[src/rtl/interrupt_ack_controller.sv]
// rtl/interrupt_ack_controller.sv - IRQ synchronizer, pending latch and IACK responder for a 68k-style bus.
module interrupt_ack_controller #(
   parameter logic [6:0] EDGE_MASK    = 7'b0000000,
   parameter logic [6:0] AUTOVEC_MASK = 7'b1111111,
   parameter logic [7:0] VECTOR_BASE  = 8'h40
) (
   input  logic       clk,
   input  logic       reset,
   input  logic [6:0] irq_n,
   input  logic       as_n,
   input  logic       rw,
   input  logic [2:0] fc,
   input  logic [2:0] addr,
   output logic [6:0] req_n,
   output logic       vpa_n,
   output logic       dtack_n,
   output logic       berr_n,
   output logic       vec_oe,
   output logic [7:0] vec_data
);

   typedef enum logic [1:0] {IDLE, ACK, HOLD} state_t;

   state_t     state_q, state_d;
   logic [6:0] irq_s1_q, irq_s1_d;
   logic [6:0] irq_s_q, irq_s_d;
   logic [6:0] irq_prev_q, irq_prev_d;
   logic       as_s1_q, as_s1_d;
   logic       as_s_q, as_s_d;
   logic [6:0] pending_q, pending_d;
   logic       vpa_n_q, vpa_n_d;
   logic       dtack_n_q, dtack_n_d;
   logic       berr_n_q, berr_n_d;
   logic       vec_oe_q, vec_oe_d;
   logic [7:0] vec_data_q, vec_data_d;

   logic [6:0] fall;
   logic [7:0] pend_ext;
   logic [7:0] auto_ext;
   logic [7:0] lvl_sel;
   logic       lvl_valid;

   always_comb begin
      irq_s1_d   = irq_n;
      irq_s_d    = irq_s1_q;
      irq_prev_d = irq_s_q;
      as_s1_d    = as_n;
      as_s_d     = as_s1_q;

      fall      = irq_prev_q & ~irq_s_q;
      pending_d = (EDGE_MASK & (pending_q | fall)) | (~EDGE_MASK & ~irq_s_q);

      // Bit 0 of the extended vectors stands for level 0, which is never valid.
      pend_ext  = {pending_q, 1'b0};
      auto_ext  = {AUTOVEC_MASK, 1'b0};
      lvl_sel   = 8'd1 << addr;
      lvl_valid = pend_ext[addr];

      state_d    = state_q;
      vpa_n_d    = vpa_n_q;
      dtack_n_d  = dtack_n_q;
      berr_n_d   = berr_n_q;
      vec_oe_d   = vec_oe_q;
      vec_data_d = vec_data_q;

      case (state_q)
         IDLE: begin
            if (!as_s_q) begin
               state_d = (fc == 3'b111 && rw) ? ACK : HOLD;
            end
         end
         ACK: begin
            state_d = HOLD;
            if (lvl_valid) begin
               if (auto_ext[addr]) begin
                  vpa_n_d = 1'b0;
               end else begin
                  dtack_n_d  = 1'b0;
                  vec_oe_d   = 1'b1;
                  vec_data_d = VECTOR_BASE + {5'b00000, addr};
               end
               // A fresh edge arriving during the acknowledge keeps the request alive.
               pending_d = pending_d & ~(lvl_sel[7:1] & EDGE_MASK & ~fall);
            end else begin
               berr_n_d = 1'b0;
            end
         end
         HOLD: begin
            if (as_s_q) begin
               state_d    = IDLE;
               vpa_n_d    = 1'b1;
               dtack_n_d  = 1'b1;
               berr_n_d   = 1'b1;
               vec_oe_d   = 1'b0;
               vec_data_d = 8'h00;
            end
         end
         default: state_d = IDLE;
      endcase
   end

   always_ff @(posedge clk) begin
      if (reset) begin
         state_q    <= IDLE;
         irq_s1_q   <= 7'h7F;
         irq_s_q    <= 7'h7F;
         irq_prev_q <= 7'h7F;
         as_s1_q    <= 1'b1;
         as_s_q     <= 1'b1;
         pending_q  <= 7'h00;
         vpa_n_q    <= 1'b1;
         dtack_n_q  <= 1'b1;
         berr_n_q   <= 1'b1;
         vec_oe_q   <= 1'b0;
         vec_data_q <= 8'h00;
      end else begin
         state_q    <= state_d;
         irq_s1_q   <= irq_s1_d;
         irq_s_q    <= irq_s_d;
         irq_prev_q <= irq_prev_d;
         as_s1_q    <= as_s1_d;
         as_s_q     <= as_s_d;
         pending_q  <= pending_d;
         vpa_n_q    <= vpa_n_d;
         dtack_n_q  <= dtack_n_d;
         berr_n_q   <= berr_n_d;
         vec_oe_q   <= vec_oe_d;
         vec_data_q <= vec_data_d;
      end
   end

   assign req_n    = ~pending_q;
   assign vpa_n    = vpa_n_q;
   assign dtack_n  = dtack_n_q;
   assign berr_n   = berr_n_q;
   assign vec_oe   = vec_oe_q;
   assign vec_data = vec_data_q;

endmodule

[config.mk]
export PLATFORM = sky130hd
export DESIGN_NAME = interrupt_ack_controller
export DESIGN_NICKNAME = d
export VERILOG_FILES = /design/src/rtl/interrupt_ack_controller.sv
export SDC_FILE = /design/constraint.sdc
export NUM_CORES = 1
export LEC_CHECK = 0
export ABC_AREA = 1
export CORE_MARGIN = 2
export CORE_UTILIZATION = 30
export DETAILED_ROUTE_END_ITERATION = 10
export PLACE_DENSITY_LB_ADDON = 0.25
export SYNTH_ARGS = -nofsm -noshare
export SYNTH_HDL_FRONTEND = slang
export SYNTH_SLANG_ARGS = --single-unit
[constraint.sdc]
create_clock -name clk -period 2.4 [get_ports clk]
set_input_delay 0.48 -clock clk [delete_from_list [all_inputs] [get_ports clk]]
set_output_delay 0.48 -clock clk [all_outputs]
set_load 0.005 [all_outputs]
==> summary.md <==
| Metric | Value |
|---|---|
| Startpoint types | flop |
| Die footprint | 4020 um2 |
| Synthesized flop and latch total | 32 |
| CTS Root Cell | clkbuf_4 |
| Pre-Repair DR Iteration Count | 4 |
| First-pass GRT wire length | 2950 um |
| WL/cell | 8.81 um |
| Detail Route Antenna Nets | 0 |
| # diodes | 0 |
| Setup Fix Bufs, Post-CTS | 0 |
| Final Hold Fails | 0 |
| Clock sinks | 32 |
| Share of cells above drive strength 1 | under 10% |
| Crit path from | vec_data[6] |
| Max Slew Vio Count | 0 |
| Seq/Total Area, Yosys | 60.5% |
| CP required | 1.92 ns |
| Reg-to-Reg Start | state_q[0] |
| Setup TNS | 0 ns |
| Resize count post-CTS | 0 |
| DIE HEIGHT | 63.4 um |
| Hold Path Class | flop to flop |
| Drt total wl | 1750 um |
| Critical path depth | 1 |
| Area Growth Syn to Fin | 35.7% |
| Vias in the first global route | between 700 and 800 |
| Die X | 63.4 um |
| Crit end category | output pin |
| Mapped cell area | 1060 um2 |
| Via density per instance | 3.90 |
| GP Congestion | 0.811 |
| Max Clock Freq | 594 MHz |
| Clk pin slew, worst setup/hold paths | 0.08 ns |
| Crit path to | vec_data[6] |
| Congestion Overflow GR | 0 |
| # DRC | 0 |
| CTS Hold Bufs | 0 |
| Cells taking the most area after synthesis | dfxtp_1 (61%), or2_1 (9.5%), nand2_1 (6.7%), nor2_1 (5.3%), inv_1 (5.0%) |
| CORE AREA | roughly 3400 um2 |
| Synth Area per Inst | between 8 and 9 um2 |
| Area share of the largest cell type after synthesis | 60.5% |
| CP Class | flop to output pin |
| Tot GR Track Use | 10.1% |
| Clock period minus worst slack | 1.68 ns |
| Initial Util | 31.5% |
| Final critical-path share of the clock period | 70.1% |
| Worst path arrival time | ~1.2 ns |
| CP delay by family, top | buffers and inverters |
| Post-synth top area cell | dfxtp_1 |
| Worst Path Max Fanout | 3 |
| Via count | 776 |
| Buffer and inverter count on the worst path | 1 |
| Largest net degree at the start of global routing | 26 |
| Synth warn | 0 |
| Clock Path Buffers | 2 |
| Layout Cells excl Fill | 199 |
| Distinct cells, synth | 15 |
| Reg2reg setup slack | 1.42 ns |
| FF-to-FF path depth | 6 |
| # rows | 21 |
| P_leak | a little over 0.0006 uW |
| Critical path cell sequence | clkdlybuf4s50_1 |
| Post-synthesis cell count | 120 |
| Commonest non-fill, non-tap cells in the layout | dfxtp_1 (32), clkdlybuf4s50_1 (31), nand2_1 (19) |
| CP max stage delay | 0.53 ns |
| # setup viols final | 0 |
| Total CTS buffers | 5 |
| Port Buffers | 31 |
| Clock Skews | 0.00243 ns |
| PwrDens | 604 nW/um2 |
| DP Cell Count | ~190 |
| Final nets | 172 |
| Most common cell after layout, fill and taps aside | dfxtp_1 |
| Detailed placement HPWL | 1340 um |
| Initial antenna violation count | 0 |
| Status | completed |
| Worst R2R End | berr_n |
| Worst skew pair latency | 0.31 ns |
| CTS tree | built |
| Num ports | 36 |
| Slowest cell on the critical path | clkdlybuf4s50_1 |
| DRT iter0 DRCs | 19 |
| H-tree levels | 2 |
| Peak supply drop | approximately 0.36 mV |
| Max-cap violation count | 0 |
| RSZ-0062 raised after global routing | false |
-- cells in the mapped netlist --
cell / n
clkbuf_1: 1
inv_2: 3
or2_0: 1
nand4_1: 2
nand3_1: 8
or2_1: 16
dfxtp_1: 32
buf_4: 5
nand3_2: 1
nor2_1: 15
conb_1: 1
buf_2: 1
inv_1: 14
a211oi_1: 1
nand2_1: 19
-- per-layer routing --
| layer | track usage, % | vias up | wire length, um |
|---|---|---|---|
| met5 | 0 | - | 0 |
| met4 | 5.71 | 0 | 37 |
| met2 | 17.0 | 26 | 857 |
| met3 | 6.07 | 5 | 147 |
| met1 | 9.27 | 326 | 712 |
| li1 | - | 419 | - |
-- cell type report --
class / instances / area, um2
inverter: 17 / 63.8
fill: 346 / 1930
sequential: 32 / 641
timing repair buffer: 32 / 318
tap: 46 / 57.6
clock buffer: 5 / 37.5
multi-input combinational: 67 / 319
-- power breakdown --
| part | leakage, uW | total [uW] | internal [uW] | switching, uW |
|---|---|---|---|---|
| registers | 0.000263 | 552 | 547 | 4.92 |
| logic | 0.000334 | 68.8 | 41.8 | 26.9 |
| clock network | 0.0000230 | 247 | 97.6 | 149 |
| total | 0.000620 | 868 | 687 | 181 |
-- kinds of logic after synthesis --
group	share of synthesized area, %
DFF	60.5
and+or+nand+nor	28.0
AOI/OAI and AO/OA	0.709
buffers and inverters	10.4
other	0.354
-- worst register-to-register path, cell delays in order (launching register included) --
cell	delay (ns)
dfxtp_1	0.34
inv_2	0.06
nand3_2	0.11
nand2_1	0.08
or2_0	0.20
nand2_1	0.07
inv_1	0.03
-- flip-flops by register name (all words and copies together) (netlist names) --
name,cells
berr_n,1
irq_prev_d,7
as_s_q,1
dtack_n,1
vec_data,4
irq_s1_q,7
as_s1_q,1
pending_q,7
vpa_n,1
state_q,2
-- how the worst min path moves through the flow --
stage | from | slack (ns) | cells after the start | endpoint
3_5_place_dp | irq_prev_d[6] | 0.37 | 1 | pending_q[6]
4_1_cts | irq_prev_d[6] | 0.39 | 1 | pending_q[6]
6_report | irq_prev_d[6] | 0.39 | 1 | pending_q[6]
5_1_grt | irq_prev_d[5] | 0.40 | 1 | pending_q[5]
3_3_place_gp | irq_prev_d[5] | 0.37 | 1 | pending_q[5]
2_1_floorplan | irq_prev_d[0] | 0.37 | 1 | pending_q[0]
-- through the flow --
stage	cell area [um2]	hold WS (ns)	power [uW]	setup slack (ns)	util (%)
4_1_cts	1440	0.390	882	0.690	42.7
3_3_place_gp	1400	0.370	632	0.778	41.6
6_report	1440	0.386	868	0.717	42.7
3_5_place_dp	1400	0.374	635	0.731	41.6
5_1_grt	1440	0.398	912	0.660	42.7
2_1_floorplan	1070	0.368	597	1.38	-
(Power assumes the default switching activity.)
